[src/rtl/aes_serial_pkg.sv]
// Shared definitions for the AES serial slave: widths, FSM state codes and FIPS-197 vectors.
package aes_serial_pkg;

    localparam int DATA_W_DEF = 128;
    localparam int KEY_W_DEF  = 128;
    localparam int CNT_W_DEF  = 9;

    typedef logic [2:0] state_t;

    localparam state_t ST_IDLE    = 3'd0;
    localparam state_t ST_RX_DATA = 3'd1;
    localparam state_t ST_RX_KEY  = 3'd2;
    localparam state_t ST_WAIT    = 3'd3;
    localparam state_t ST_TX      = 3'd4;

    // FIPS-197 appendix C.1 (AES-128) known-answer vector
    localparam logic [127:0] FIPS_PT  = 128'h00112233445566778899aabbccddeeff;
    localparam logic [127:0] FIPS_KEY = 128'h000102030405060708090a0b0c0d0e0f;
    localparam logic [127:0] FIPS_CT  = 128'h69c4e0d86a7b0430d8cdb78070b4c55a;

endpackage

[src/rtl/aes_serial_txsr.sv]
// Result return path: parallel load of the core result, then one bit per cycle, bit 0 first.
module aes_serial_txsr #(
    parameter int DATA_W = 128
) (
    input  logic              clk,
    input  logic              rst,
    input  logic              load_i,
    input  logic              clear_i,
    input  logic [DATA_W-1:0] data_i,
    output logic              so_o,
    output logic              so_vld_o,
    output logic              last_o
);

    localparam int BC_W = $clog2(DATA_W);

    logic [DATA_W-1:0] sr_q;
    logic [BC_W-1:0]   bit_q;
    logic              so_q;
    logic              vld_q;

    // bit_q is the index of the bit currently presented on so
    always_ff @(posedge clk or posedge rst) begin
        if (rst) begin
            sr_q  <= '0;
            bit_q <= '0;
            so_q  <= 1'b0;
            vld_q <= 1'b0;
        end else if (clear_i) begin
            bit_q <= '0;
            so_q  <= 1'b0;
            vld_q <= 1'b0;
        end else if (load_i) begin
            sr_q  <= data_i >> 1;
            bit_q <= '0;
            so_q  <= data_i[0];
            vld_q <= 1'b1;
        end else if (vld_q) begin
            if (last_o) begin
                bit_q <= '0;
                so_q  <= 1'b0;
                vld_q <= 1'b0;
            end else begin
                sr_q  <= sr_q >> 1;
                bit_q <= bit_q + BC_W'(1);
                so_q  <= sr_q[0];
            end
        end
    end

    assign last_o   = vld_q && (bit_q == BC_W'(DATA_W - 1));
    assign so_o     = so_q && vld_q;
    assign so_vld_o = vld_q;

endmodule

[src/rtl/aes_serial_slave.sv]
// Serial front end for the AES core: receives data then key on si, returns the result on so.
// Optional sticky abort flag `err` is built when ABORT_STATUS_EN is defined.
module aes_serial_slave
    import aes_serial_pkg::*;
#(
    parameter int DATA_W = DATA_W_DEF,
    parameter int KEY_W  = KEY_W_DEF,
    parameter int CNT_W  = CNT_W_DEF
) (
    input  logic              clk,
    input  logic              rst,
    input  logic              cs_n,
    input  logic              si,
    output logic              so,
    output logic              so_vld,
    output logic              core_start,
    output logic [DATA_W-1:0] core_data,
    output logic [KEY_W-1:0]  core_key,
    input  logic              core_done,
    input  logic [DATA_W-1:0] core_result,
    output logic              busy
`ifdef ABORT_STATUS_EN
    ,
    output logic              err
`endif
);

    localparam int DI_W = $clog2(DATA_W);
    localparam int KI_W = $clog2(KEY_W);

    state_t            state_q, state_d;
    logic [CNT_W-1:0]  cnt_q, cnt_d;
    logic [DATA_W-1:0] data_q, data_d;
    logic [KEY_W-1:0]  key_q, key_d;
    logic              start_q, start_d;
    logic              csn_q;
    logic              frame_start, abort, tx_load, tx_last;

    always_comb begin
        state_d     = state_q;
        cnt_d       = cnt_q;
        data_d      = data_q;
        key_d       = key_q;
        start_d     = 1'b0;
        frame_start = 1'b0;
        abort       = 1'b0;
        tx_load     = 1'b0;
        case (state_q)
            ST_IDLE: begin
                // a frame only opens on a high-to-low cs_n transition
                if (!cs_n && csn_q) begin
                    frame_start = 1'b1;
                    data_d[0]   = si;
                    cnt_d       = CNT_W'(1);
                    state_d     = ST_RX_DATA;
                end
            end
            ST_RX_DATA: begin
                if (cs_n) begin
                    abort = 1'b1;
                end else begin
                    data_d[cnt_q[DI_W-1:0]] = si;
                    if (cnt_q == CNT_W'(DATA_W - 1)) begin
                        cnt_d   = '0;
                        state_d = ST_RX_KEY;
                    end else begin
                        cnt_d = cnt_q + CNT_W'(1);
                    end
                end
            end
            ST_RX_KEY: begin
                if (cs_n) begin
                    abort = 1'b1;
                end else begin
                    key_d[cnt_q[KI_W-1:0]] = si;
                    if (cnt_q == CNT_W'(KEY_W - 1)) begin
                        start_d = 1'b1;
                        cnt_d   = '0;
                        state_d = ST_WAIT;
                    end else begin
                        cnt_d = cnt_q + CNT_W'(1);
                    end
                end
            end
            ST_WAIT: begin
                if (core_done) begin
                    tx_load = 1'b1;
                    cnt_d   = '0;
                    state_d = ST_TX;
                end
            end
            ST_TX: begin
                if (cs_n) begin
                    abort = 1'b1;
                end else if (tx_last) begin
                    state_d = ST_IDLE;
                end
            end
            default: state_d = ST_IDLE;
        endcase
        if (abort) begin
            state_d = ST_IDLE;
            cnt_d   = '0;
        end
    end

    always_ff @(posedge clk or posedge rst) begin
        if (rst) begin
            state_q <= ST_IDLE;
            cnt_q   <= '0;
            data_q  <= '0;
            key_q   <= '0;
            start_q <= 1'b0;
            csn_q   <= 1'b1;
        end else begin
            state_q <= state_d;
            cnt_q   <= cnt_d;
            data_q  <= data_d;
            key_q   <= key_d;
            start_q <= start_d;
            csn_q   <= cs_n;
        end
    end

    aes_serial_txsr #(.DATA_W(DATA_W)) u_txsr (
        .clk      (clk),
        .rst      (rst),
        .load_i   (tx_load),
        .clear_i  (abort),
        .data_i   (core_result),
        .so_o     (so),
        .so_vld_o (so_vld),
        .last_o   (tx_last)
    );

`ifdef ABORT_STATUS_EN
    logic err_q, err_d;

    // a set event wins over the clear from a frame opening on the same edge
    always_comb begin
        err_d = err_q;
        if (frame_start) err_d = 1'b0;
        if (abort || (core_done && state_q != ST_WAIT)) err_d = 1'b1;
    end

    always_ff @(posedge clk or posedge rst) begin
        if (rst) err_q <= 1'b0;
        else     err_q <= err_d;
    end

    assign err = err_q;
`endif

    assign core_start = start_q;
    assign core_data  = data_q;
    assign core_key   = key_q;
    assign busy       = (state_q != ST_IDLE);

endmodule

[config.mk]
export PLATFORM = sky130hd
export DESIGN_NAME = aes_serial_slave
export DESIGN_NICKNAME = d
export VERILOG_FILES = /design/src/rtl/aes_serial_pkg.sv /design/src/rtl/aes_serial_txsr.sv /design/src/rtl/aes_serial_slave.sv
export SDC_FILE = /design/constraint.sdc
export NUM_CORES = 1
export LEC_CHECK = 0
export CAP_MARGIN = 20
export CORE_MARGIN = 2
export CORE_UTILIZATION = 53
export CTS_CLUSTER_DIAMETER = 30
export CTS_CLUSTER_SIZE = 25
export DETAILED_ROUTE_END_ITERATION = 8
export GPL_TIMING_DRIVEN = 0
export PLACE_DENSITY = 0.81
export SYNTH_ARGS = -nofsm -noshare
export SYNTH_HDL_FRONTEND = slang
export SYNTH_HIERARCHICAL = 1
export SYNTH_SLANG_ARGS = --single-unit
[constraint.sdc]
create_clock -name clk -period 14.5 [get_ports clk]
set_input_delay 2.175 -clock clk [delete_from_list [all_inputs] [get_ports clk]]
set_output_delay 2.175 -clock clk [all_outputs]
set_load 0.05 [all_outputs]
Word-level counts from Yosys, hierarchy flattened
Index checks and enable logic that the tools add are counted.

cells by class
  add/subtract/negate cells = 2
  order comparisons = 2
  equality and inequality tests = 18
  muxes and demuxes = 45
  bitwise operators = 2
  reductions and logical operators = 19

operators with widths
  operator             number
  $mux 128             3
  $bwmux 128           2
  $mux 9               5
  $mux 7               4
  $mux 3               9
  $pmux 9 s3           1
  $ne 3x3->1 const B   8
  $mux 1               18
  $pmux 3 s5           1
  $add 9x1->9 const B  1
  $eq 9x7->1 const B   1
  $lt 7x8->1 const B   1
  $reduce_and 8->1     1
  $add 7x1->7 const B  1
  $demux 1 s7          1
  $eq 7x7->1 const B   1
  $ge 7x1->1 const B   1
  $eq 3x2->1 const B   2
  $ne 2x2->1 const B   3
  $reduce_and 3->1     2
  $reduce_bool 3->1    2
  $logic_and 1x1->1    4
  $reduce_and 2->1     2
  $reduce_and 4->1     1
  other kinds (11)     13

word-level totals
  bits in registers = 407
  input bits = 133
  output and inout bits = 260
  logic and storage cells = 99

Longest topological paths before layout
  word-level depth = 7
  mapped depth = 9
  depth with buffers taken out = 9

Hierarchy
Netlist, hierarchy kept.

by module, submodules not included
  module            instances  cells each  area an instance (µm²)  seq. area each (µm²)
  aes_serial_slave  1          1027        12253.0                 6757.7
  aes_serial_txsr   1          670         7315.8                  3403.3

Least setup slack after synthesis
OpenSTA, ideal clock, no wires.

  path type = flip-flop to output port
  start point = register u_txsr.vld_q, in the netlist u_txsr/so_vld_o
  end point = output port so
  data arrival time = 1.571 ns
  required time = 12.325 ns
  slack = 10.754 ns
  stages on the path, launching flop included = 4
  buffers on the path = 2
  path through = dfrtp_1 -> buf_2 -> clkbuf_1 -> and2_1

between the ends
  cells in the longest elaborated chain, start to end = 1

RTL lines
  element                 line                    text
  from (decl)             aes_serial_txsr.sv:20   logic vld_q;
  from (signal assigned)  aes_serial_txsr.sv:28   vld_q <= 1'b0;
  from (signal assigned)  aes_serial_txsr.sv:32   vld_q <= 1'b0;
  from (signal assigned)  aes_serial_txsr.sv:37   vld_q <= 1'b1;
  $logic_and 1x1->1       aes_serial_txsr.sv:52   assign so_o = so_q && vld_q;
  to (decl)               aes_serial_slave.sv:14  output logic so,

No other way between the ends.

Worst setup path after layout
Same ends and word-level chain as after synthesis.

==> results.txt <==
Cts repair resizes: 0
Cell Rows: 70
ANT cells: 0
Area grow syn2layout: 39.5%
Post-Place Cells: 2559
Post-DRT Antenna Nets: 0
Number of flops mapped to enable cells by yosys: 0
Synth cell count leaders: dfrtp_1, nand2_1, mux2_2
Synth area leaders: dfrtp_1, mux2_2, nor4b_1
Worst path cell trace: buf_2, clkbuf_1, and2_1, clkdlybuf4s50_1
Routed via count: 16900
Outcome: complete, no violations
Syn_nets: 1832
Cell Area, Placed: 24200 um^2
Final Max Tran Viols: 0
RSZ-0062 raised after global routing: false
Multiplexer area fraction after synthesis: 14.0%
P_leak: 11.4 nW
Residual DRC: 0
Register area share after synthesis: 51.9%
Die area: 38500 um^2
Post-Synth Adder-Cell Area: 0.128%
Final Cycle Share: 32.9%
Pre-CTS WS: 9.80 ns
Setup TNS: 0 ns
Worst hold path stage count: 1
Synth top area share: 51.8%
Worst skew pair latency: 0.63 ns
CP max-delay cell: clkdlybuf4s50_1
Min Tclk post-route: 4.77 ns
Crit Path Class: reg2out
Drt wl/cell: 23.5 um
Max Cap Viol: 0
Hold_buf cts: 0
Die Wd: 196 um
Post-layout nets: 2315
Worst EP arrival: 2.59 ns
Syn Area/Cell: 11.5 um^2
M1 GR Usage: 39.9%
Post-Synth XOR/XNOR Area: 0.179%
Clk_skew: 0.0321 ns
Clk buf depth: 3
Grt total ovfl: 0
Worst Max-Slew Pin Slew: 1.01 ns
CP endpoint kind: primary output
Gr busiest metal: met2
Area leader, netlist: dfrtp_1
Post-Syn Area: 19600 um^2
Worst path max stage delay: 0.86 ns
Crit path launch: u_txsr/so_vld_o
Hold WC Path Type: reg2reg
Final instance area: 27300 um^2
GRT Util Overall: 33.0%
CP Max Fanout: 10
FF-to-FF Start: state_q[1]
Non-Filler Instances: 2720
IO Port Bufs: 391
Required @ worst endpoint: 12.32 ns
Count leader, synth: dfrtp_1
Slew headroom: 32.4%
First-pass GRT wire length: 99.0 mm
Iter 0 DRT Violations: 1688
CTS tree: built
P per Cell Area: 146 nW/um^2
Number of buffers added for setup after CTS: 0
CTS buffer count: 87
Die Ht: 196 um
Cells after Synth: 1697
Main combinational cell family by area after synthesis: simple AND/OR/NAND/NOR gates
Clock root buffer: clkbuf_16
Number of clock sinks: 406
HP Start: core_key[82]
Met2 Use GR: 55.3%
Compound-Gate Fraction of Synth Area: 12.9%
GPL Wtd Cong: 0.874
Fmax: 210 MHz
Drt via density: 6.21
Ys Warns: 6
Clock Pin Slew Worst Setup and Hold Paths: 0.05 ns
Simple-gate share of the synthesized area: 16.4%
Reg2reg path depth: 9
# IOs: 393
Share of layout cells above drive strength 1: 25.0%
WL final: 63.8 mm
Hold Fails Final Rpt: 0
Setup violators final: 0
H-tree lvl count: 3
FILL cells: 2214
Ys flop type: dfrtp_1
Async SR Flop Fraction: 100%
Core Area: 36500 um^2
Crit path launch type: register
Initial Utilization: 53.6%
Grt met3 use: 9.04%
Synth cell types: 68
Initial antenna violation count: 0
Fin worst setup slack: 9.73 ns
Vias in the first global route: 17200
Largest net degree at the start of global routing: 103
VDD IR max: 0.000130 V
#FFs+latches synth: 406
Post-DP HPWL: 41.4 mm
Util after Layout: 74.8%
Router iterations before antenna repair: 6
-- sequential cells by signal, indices dropped and copies added, names as in the netlist --
register         count
core_data          128
core_key           128
u_txsr/sr_q        127
cnt_q                9
u_txsr/bit_q         7
state_q              3
core_start           1
csn_q                1
u_txsr/so_q          1
u_txsr/so_vld_o      1
-- cells in the final DEF, fill, tap and decap left out, types with 53 or more instances in the layout --
master	n
clkbuf_1	111
clkbuf_16	88
clkdlybuf4s50_1	391
dfrtp_1	405
mux2_2	169
nand2_1	182
nor2_1	113
nor4b_1	123
o21ai_0	165
o221a_1	53
o221a_2	71
-- critical path, delay by kind of cell, from the launching register on --
kind | cells | cell delay (ns)
flops | 1 | 0.34
buf+inv | 3 | 1.46
simple gates | 1 | 0.19
-- logic make-up after synthesis --
logic type / Yosys count
buf+inv: 178
mux: 226
simple gates: 549
flops: 406
xor+xnor: 4
compound gates: 332
fa+ha+maj: 2
-- power breakdown --
part           switching, mW  internal (mW)
Clock                  0.709           1.40
Sequential             0.121           1.32
Combinational          0.211          0.240
-- final cells by class --
class                           instances  area, um^2  area share (%)
Sequential cell                       406       10200            37.2
Inverter                                9        46.3           0.170
Timing Repair Buffer                  394        4000            14.6
Multi-Input combinational cell       1113        8510            31.2
Clock buffer                          101        2310            8.46
Tap cell                              468         586            2.14
Clock inverter                         60         830            3.04
Buffer                                169         861            3.15
-- layer usage --
metal | part of all wire [%] | up-vias
met3 | 9.1 | 216
met1 | 37 | 8503
li1 | - | 7208
met2 | 49 | 970
met4 | 4.6 | 0
met5 | 0 | -
-- path summary, 6_finish.rpt --
kind,endpoint,slack [ns]
worst max-delay path,so,9.73
worst min-delay path,core_key[82],0.50
worst max register to register,u_txsr/sr_q[111],11.64
worst min register to register,core_key[82],0.50
max in group asynchronous,core_data[5],10.96
min in group asynchronous,u_txsr/sr_q[121],2.15
-- stage by stage --
step / hold WS (ns) / power, mW
floorplan: 0.487 / 1.73
global placement: 0.476 / 1.87
detailed placement: 0.486 / 1.89
CTS: 0.497 / 4.00
global route: 0.497 / 4.12
finish: 0.499 / 3.99
Note: power is estimated with default switching activity, not from simulation.
